**src/rtl/stopwatch_cu.sv**
```systemverilog
// Stopwatch control unit: run/stop/clear sequencing, 1 kHz prescaler, cs/sec/min/hour
// counter chain and lap-hold snapshot feeding the FND display formatter.
module stopwatch_cu #(
   parameter int TICK_DIV = 10,
   parameter int CS_MAX   = 100,
   parameter int SEC_MAX  = 60,
   parameter int MIN_MAX  = 60,
   parameter int HOUR_MAX = 24
) (
   input  logic       clk,
   input  logic       rst,
   input  logic       i_tick_1khz,
   input  logic       i_btn_run,
   input  logic       i_btn_clear,
   input  logic       i_btn_lap,
   output logic [6:0] o_cs,
   output logic [5:0] o_sec,
   output logic [5:0] o_min,
   output logic [4:0] o_hour,
   output logic       o_running,
   output logic       o_lap_hold
);

   localparam int PW = (TICK_DIV > 1) ? $clog2(TICK_DIV) : 1;

   typedef enum logic [1:0] {ST_STOP, ST_RUN, ST_CLEAR} state_t;

   state_t          state_q, state_d;
   logic [PW-1:0]   presc_q, presc_d;
   logic [6:0]      cs_q, cs_d, snap_cs_q, snap_cs_d;
   logic [5:0]      sec_q, sec_d, snap_sec_q, snap_sec_d;
   logic [5:0]      min_q, min_d, snap_min_q, snap_min_d;
   logic [4:0]      hour_q, hour_d, snap_hour_q, snap_hour_d;
   logic            hold_q, hold_d;
   logic            cs_inc;

   always_comb begin
      state_d     = state_q;
      presc_d     = presc_q;
      cs_d        = cs_q;
      sec_d       = sec_q;
      min_d       = min_q;
      hour_d      = hour_q;
      snap_cs_d   = snap_cs_q;
      snap_sec_d  = snap_sec_q;
      snap_min_d  = snap_min_q;
      snap_hour_d = snap_hour_q;
      hold_d      = hold_q;
      cs_inc      = 1'b0;

      unique case (state_q)
         ST_STOP: begin
            if (i_btn_lap && hold_q) hold_d = 1'b0;
            if (i_btn_clear)         state_d = ST_CLEAR;
            else if (i_btn_run)      state_d = ST_RUN;
         end
         ST_RUN: begin
            if (i_tick_1khz) begin
               if (presc_q == PW'(TICK_DIV - 1)) begin
                  presc_d = '0;
                  cs_inc  = 1'b1;
               end else begin
                  presc_d = presc_q + 1'b1;
               end
            end
            // Snapshot takes the pre-edge live values, even when a carry lands on this edge
            if (i_btn_lap) begin
               if (hold_q) begin
                  hold_d = 1'b0;
               end else begin
                  hold_d      = 1'b1;
                  snap_cs_d   = cs_q;
                  snap_sec_d  = sec_q;
                  snap_min_d  = min_q;
                  snap_hour_d = hour_q;
               end
            end
            if (i_btn_run) state_d = ST_STOP;
         end
         ST_CLEAR: begin
            presc_d     = '0;
            cs_d        = '0;
            sec_d       = '0;
            min_d       = '0;
            hour_d      = '0;
            snap_cs_d   = '0;
            snap_sec_d  = '0;
            snap_min_d  = '0;
            snap_hour_d = '0;
            hold_d      = 1'b0;
            state_d     = ST_STOP;
         end
         default: state_d = ST_STOP;
      endcase

      if (cs_inc) begin
         if (cs_q == 7'(CS_MAX - 1)) begin
            cs_d = '0;
            if (sec_q == 6'(SEC_MAX - 1)) begin
               sec_d = '0;
               if (min_q == 6'(MIN_MAX - 1)) begin
                  min_d  = '0;
                  hour_d = (hour_q == 5'(HOUR_MAX - 1)) ? '0 : hour_q + 5'd1;
               end else begin
                  min_d = min_q + 6'd1;
               end
            end else begin
               sec_d = sec_q + 6'd1;
            end
         end else begin
            cs_d = cs_q + 7'd1;
         end
      end
   end

   always_ff @(posedge clk or negedge rst) begin
      if (!rst) begin
         state_q     <= ST_STOP;
         presc_q     <= '0;
         cs_q        <= '0;
         sec_q       <= '0;
         min_q       <= '0;
         hour_q      <= '0;
         snap_cs_q   <= '0;
         snap_sec_q  <= '0;
         snap_min_q  <= '0;
         snap_hour_q <= '0;
         hold_q      <= 1'b0;
      end else begin
         state_q     <= state_d;
         presc_q     <= presc_d;
         cs_q        <= cs_d;
         sec_q       <= sec_d;
         min_q       <= min_d;
         hour_q      <= hour_d;
         snap_cs_q   <= snap_cs_d;
         snap_sec_q  <= snap_sec_d;
         snap_min_q  <= snap_min_d;
         snap_hour_q <= snap_hour_d;
         hold_q      <= hold_d;
      end
   end

   assign o_cs       = hold_q ? snap_cs_q   : cs_q;
   assign o_sec      = hold_q ? snap_sec_q  : sec_q;
   assign o_min      = hold_q ? snap_min_q  : min_q;
   assign o_hour     = hold_q ? snap_hour_q : hour_q;
   assign o_running  = (state_q == ST_RUN);
   assign o_lap_hold = hold_q;

endmodule

```
**config.mk**
```make
export PLATFORM = sky130hd
export DESIGN_NAME = stopwatch_cu
export DESIGN_NICKNAME = d
export VERILOG_FILES = /design/src/rtl/stopwatch_cu.sv
export SDC_FILE = /design/constraint.sdc
export NUM_CORES = 1
export LEC_CHECK = 0
export ABC_CLOCK_PERIOD_IN_PS = 5000
export CAP_MARGIN = 0
export CELL_PAD_IN_SITES_DETAIL_PLACEMENT = 1
export CELL_PAD_IN_SITES_GLOBAL_PLACEMENT = 2
export CORE_MARGIN = 1.5
export CORE_UTILIZATION = 40
export DETAILED_ROUTE_END_ITERATION = 12
export GPL_TIMING_DRIVEN = 0
export PLACE_DENSITY = 0.85
export SLEW_MARGIN = 25
export SYNTH_ARGS = -nofsm -noshare
export SYNTH_HDL_FRONTEND = slang
export SYNTH_SLANG_ARGS = --single-unit
```
**constraint.sdc**
```tcl
create_clock -name clk -period 5 [get_ports clk]
set_input_delay 0.5 -clock clk [delete_from_list [all_inputs] [get_ports clk]]
set_output_delay 0.5 -clock clk [all_outputs]
set_load 0.02 [all_outputs]
```
==> results of run 1 <==
==> layout make-up <==
type                       instances  area (µm²)  area share, %
sequential                        55        1380           40.1
buffer                            14        53.8           1.57
clock buffer                       5        68.8           2.00
clock inverter                     3        20.0          0.583
tap                               96         120           3.50
inverter                          10        37.5           1.09
multi-input combinational        190        1430           41.6
timing repair buffer              32         328           9.55
==> Yosys cell counts (5+ instances only) <==
cell	number	share of area, %
dfrtp_1	55	48
a22o_1	28	8.5
mux2_2	22	8.6
nand2_1	21	2.7
o21ai_0	13	2.3
clkbuf_1	11	1.4
inv_1	10	1.3
nand3_1	10	1.7
ha_1	9	3.9
a21oi_1	7	1.2
nor2_1	7	0.91
nor3_1	6	1.0
a21o_1	5	1.3
nand2b_1	5	1.1
or3_1	5	1.1
==> routing by layer <==
layer	GRT usage, %	up-vias
met5	0	-
met2	33.0	27
met1	29.4	1180
met3	2.64	9
met4	6.20	0
li1	-	1103
==> worst max-delay path by stage <==
stage / from / end / cells after the start
floorplan: state_q[1] / min_q[4] / 7
finish: o_lap_hold / o_sec[5] / 3
detailed placement: i_tick_1khz / hour_q[0] / 6
global route: o_lap_hold / o_min[5] / 3
CTS: o_lap_hold / o_min[1] / 3
global placement: rst / presc_q[0] / 1
==> registers in the layout, summed over array words and instances (netlist names) <==
name / cells
cs_q: 7
snap_cs_q: 7
min_q: 6
sec_q: 6
snap_min_q: 6
snap_sec_q: 6
hour_q: 5
snap_hour_q: 5
presc_q: 4
state_q: 2
o_lap_hold: 1
==> report_power, final <==
| group | switching (µW) | internal (µW) | total, µW |
|---|---|---|---|
| registers | 13.8 | 458 | 472 |
| clock network | 157 | 98.1 | 255 |
| logic | 185 | 71.5 | 256 |
==> through the flow <==
stage          util, %  setup WS [ns]  total power [µW]  hold WS (ns)
2_1_floorplan        -           2.55               640         0.204
5_1_grt           49.7           2.04              1040        0.0867
4_1_cts           49.7           2.15               994        0.0834
3_3_place_gp      48.1           1.58               731         0.482
6_report          49.7           2.19               983        0.0762
3_5_place_dp      48.4           2.27               739         0.431
==> cells by family after synthesis <==
| kind of cell | share of synthesized area (%) |
|---|---|
| AOI/OAI and AO/OA | 20.8 |
| and+or+nand+nor | 14.0 |
| DFF | 47.6 |
| muxes | 9.96 |
| buffers and inverters | 3.16 |
| adders and majority gates | 3.90 |
| xor gates and xnor gates | 0.606 |
==> flow_metrics.tcl, run 1 <==
set metrics [dict create \
    io_pins 32 \
    wl_met3_um 134 \
    viasPerCell 5.73 \
    finalNonFillerCells 405 \
    rows 30 \
    coreArea_mm2 0.00691 \
    p_leak_uw 0.00150 \
    port_buffers 31 \
    ys.flop_type "dfrtp_1" \
    antenna_found_initial 0 \
    drv_slew 0 \
    cp_cell_sequence "buf_1, mux2_2, clkdlybuf4s50_1" \
    critPathRequiredTime_ns 4.50 \
    synth_cell_types 43 \
    grt_pass1_vias 2445 \
    clock_sink_count 55 \
    diodes 0 \
    final_hold_viol_count 0 \
    finalClockSkew_ns 0.00831 \
    outcome "finished clean" \
    cts_root_buf "clkbuf_8" \
    place.gp.congestion 0.807 \
    ir_worst_vdd_uv 175 \
    postSynthCellCount 269 \
    clk_latency_ns 0.31 \
    crit_slowest_cell "buf_1" \
    yosysSeqAreaShare_pct 47.6 \
    r2r-start "state_q[1]" \
    path_buf_inv 2 \
    r2r_cells 8 \
    setup_viol 0 \
    yosysWarnings 0 \
    initial_core_util_pct 41.8 \
    path_delay_family "buffers and inverters" \
    htree_levels 2 \
    stdcell_area_mm2 0.00343 \
    syn-cell-area_mm2 0.00289 \
    cts-buffers-inserted 5 \
    ff2ff_setup_slack_ns 2.37 \
    final_cell_mix "dfrtp_1, clkdlybuf4s50_1, a22o_1" \
    slowest_delay_ns 0.59 \
    cp-end-kind "output pin" \
    dp_cells 397 \
    ys_ff_latch 55 \
    synth_edf_count 0 \
    tightestPinTransition_ns 1.01 \
    routedWlPerCell_um 17.9 \
    max-cap-violations 0 \
    crit_fanout 10 \
    clk_pin_slew_ns 0.11 \
    drt-total-wl_um 7250 \
    drt-met1-wl_um 3580 \
    ctsHoldBuffers 0 \
    async_reset_ff_share_pct 100 \
    grt_start_max_net_pins 33 \
    grtUsageTotal_pct 20.7 \
    route.met2.wl_um 3420 \
    slew_headroom_pct 32.4 \
    fin_nets 323 \
    place_area_mm2 0.00334 \
    arrival_ns 2.31 \
    reg2reg_to "hour_q[0]" \
    gr-total-overflow 0 \
    dieArea_mm2 0.00774 \
    final_common_cell "dfrtp_1" \
    cts_tree "done" \
    fin_tns_setup_ns 0 \
    cts_buffer_depth 2 \
    critPathLaunchType "register" \
    clock.fmax_mhz 355 \
    path_class "reg -> out" \
    die_h_um 88.0 \
    synth_nets 284 \
    top_layer_used "met4" \
    cellPowerDensity_mw_per_mm2 286 \
    final_layout_size_suffix_gt1_share_pct 12.0 \
    nFillCells 778 \
    avgSynthCellArea_um2 10.7 \
    cts_resized 0 \
    dpl.hpwl_um 5210 \
    period_share_pct 56.3 \
    drt-pass1-iter-count 4 \
    drc_errors 0 \
    grt_first_pass_wirelength_um 12400 \
    vias 2319 \
    post-cts-setup-buffers 0 \
    die_w_um 88.0 \
    hold_path_class "in -> async" \
    area_growth_pct 18.8 \
    detail-route-antenna-nets 0 \
    fin_crit_ns 2.81 \
    drtIter0Drc 82 \
    rsz0062_at_grt "no" \
]
Note: power is estimated with default switching activity, not from simulation.
==> inputs of run 2 (changes only) <==
--- a/config.mk
+++ b/config.mk
@@ -5,15 +5,15 @@
 export SDC_FILE = /design/constraint.sdc
 export NUM_CORES = 1
 export LEC_CHECK = 0
-export ABC_CLOCK_PERIOD_IN_PS = 5000
+export ABC_CLOCK_PERIOD_IN_PS = 2500
 export CAP_MARGIN = 0
 export CELL_PAD_IN_SITES_DETAIL_PLACEMENT = 1
 export CELL_PAD_IN_SITES_GLOBAL_PLACEMENT = 2
 export CORE_MARGIN = 1.5
-export CORE_UTILIZATION = 40
+export CORE_UTILIZATION = 33
 export DETAILED_ROUTE_END_ITERATION = 12
 export GPL_TIMING_DRIVEN = 0
-export PLACE_DENSITY = 0.85
+export PLACE_DENSITY = 0.75
 export SLEW_MARGIN = 25
 export SYNTH_ARGS = -nofsm -noshare
 export SYNTH_HDL_FRONTEND = slang
==> constraint.sdc (replaced) <==
create_clock -name clk -period 2.5 [get_ports clk]
set_input_delay 0.25 -clock clk [delete_from_list [all_inputs] [get_ports clk]]
set_output_delay 0.25 -clock clk [all_outputs]
set_load 0.02 [all_outputs]
==> flow_metrics.tcl, run 2 (synthesis gave the netlist of run 1 again) <==
set metrics [dict create \
    drt-pass1-iter-count 4 \
    worst_slack_ns 0.120 \
    critPathRequiredTime_ns 2.72 \
    die_h_um 96.6 \
    tightestPinTransition_ns 0.709 \
    drt-total-wl_um 7630 \
    routedWlPerCell_um 18.4 \
    drv_slew 0 \
    finalClockSkew_ns 0.0169 \
    multi_input_area_mm2 0.00146 \
    detail-route-antenna-nets 0 \
    slew_headroom_pct 52.5 \
    port_buffers 31 \
    final_hold_viol_count 0 \
    dieArea_mm2 0.00933 \
    ir_worst_vdd_uv 326 \
    cts_buffer_depth 2 \
    coreArea_mm2 0.00834 \
    pre_cts_ws_ns -0.180 \
    io_pins 32 \
    gr-total-overflow 0 \
    post-cts-setup-buffers 0 \
    grt_first_pass_wirelength_um 12800 \
    fin_tns_setup_ns 0 \
    fin_crit_ns 2.38 \
    place_area_mm2 0.00336 \
    cts_tree "done" \
    cp-end-kind "register" \
    largestRegisters "cs_q x7, snap_cs_q x7" \
    grt_pass1_vias 2461 \
    outcome "finished clean" \
    max-cap-violations 0 \
    r2r_cells 7 \
    rsz0062_at_grt "no" \
    final_common_cell "dfrtp_1" \
    dp_cells 406 \
    path_class "reg -> reg" \
    clk_pin_slew_ns 0.11 \
    diodes 0 \
    viasPerCell 5.65 \
    drc_errors 0 \
    stdcell_area_mm2 0.00350 \
    p_leak_uw 0.00155 \
    cts-buffers-inserted 5 \
    critPathLaunchType "register" \
    rows 33 \
    final_layout_size_suffix_gt1_share_pct 15.2 \
    hold_path_class "in -> async" \
    crit_fanout 7 \
    nFillCells 930 \
    setup_viol 0 \
    initial_core_util_pct 34.7 \
    grt_start_max_net_pins 40 \
    die_w_um 96.6 \
    antenna_found_initial 0 \
    arrival_ns 2.60 \
    htree_levels 2 \
    area_growth_pct 21.0 \
    fin_nets 323 \
    period_share_pct 95.2 \
    clock_sink_count 55 \
    drtIter0Drc 78 \
    final_cell_mix "dfrtp_1, clkdlybuf4s50_1, a22o_1" \
    clk_latency_ns 0.33 \
    regArea_mm2 0.00138 \
    place.gp.congestion 0.814 \
    grtUsageTotal_pct 18.1 \
    cellPowerDensity_mw_per_mm2 571 \
    finalNonFillerCells 414 \
    cts_root_buf "clkbuf_8" \
    clock.fmax_mhz 420 \
    dpl.hpwl_um 5300 \
    vias 2339 \
]
## run 2: area by class of cell
class / count / share of cell area, %
Buffer: 13 / 1.72
Timing Repair Buffer: 33 / 9.66
Inverter: 10 / 1.07
Clock inverter: 3 / 0.680
Multi-Input combinational cell: 190 / 41.8
Clock buffer: 5 / 1.97
Sequential cell: 55 / 39.4
Tap cell: 105 / 3.76
## run 2: what timing repair did
item,4_1_cts,5_1_grt
pin swaps,1,0
hold buffers,1,0
cloned,0,0
endpoints found under the setup margin,30,19
gates resized for setup,10,8
hold endpoints to repair,16,0
## run 2: through the flow
step	hold WS [ns]	util, %	total power, µW
detailed placement	0.137	40.2	1480
finish	0.321	41.9	2000
CTS	0.323	41.8	2020
floorplan	-0.0456	-	1280
global placement	0.482	39.9	1470
global route	0.348	41.9	2110
## run 2: worst max-delay path, stage by stage, from the launching register on
cell and delay (ns):
dfrtp_1 0.40, inv_2 0.08, ha_2 0.18, clkbuf_4 0.19
nand2_4 0.09, or4b_4 0.57, or4_1 0.54, a31o_1 0.24
## run 2: path summary, 6_finish.rpt
check | startpoint | endpoint | slack (ns)
setup / recovery | state_q[1] | min_q[4] | 0.12
hold / removal | rst | snap_min_q[3] | 0.32
setup reg to reg | state_q[1] | min_q[4] | 0.12
hold reg to reg | snap_hour_q[1] | snap_hour_q[1] | 0.52
max in group asynchronous | rst | o_lap_hold | 1.68
min in group clk | snap_hour_q[1] | snap_hour_q[1] | 0.52
## run 2: report_power, final
group / switching (µW) / leakage (µW) / internal, µW
clock: 329 / 0.0000461 / 203
combinational: 368 / 0.000742 / 150
sequential: 28.5 / 0.000761 / 917
total: 726 / 0.00155 / 1270
## run 2: metal layers
| layer | global-route usage, % | share of wire (%) | wire, µm | up-vias |
|---|---|---|---|---|
| li1 | - | - | - | 1102 |
| met1 | 24.7 | 48 | 3670 | 1198 |
| met2 | 29.8 | 48 | 3700 | 30 |
| met3 | 2.58 | 2.0 | 151 | 9 |
| met4 | 5.07 | 1.4 | 108 | 0 |
| met5 | 0 | 0 | 0 | - |
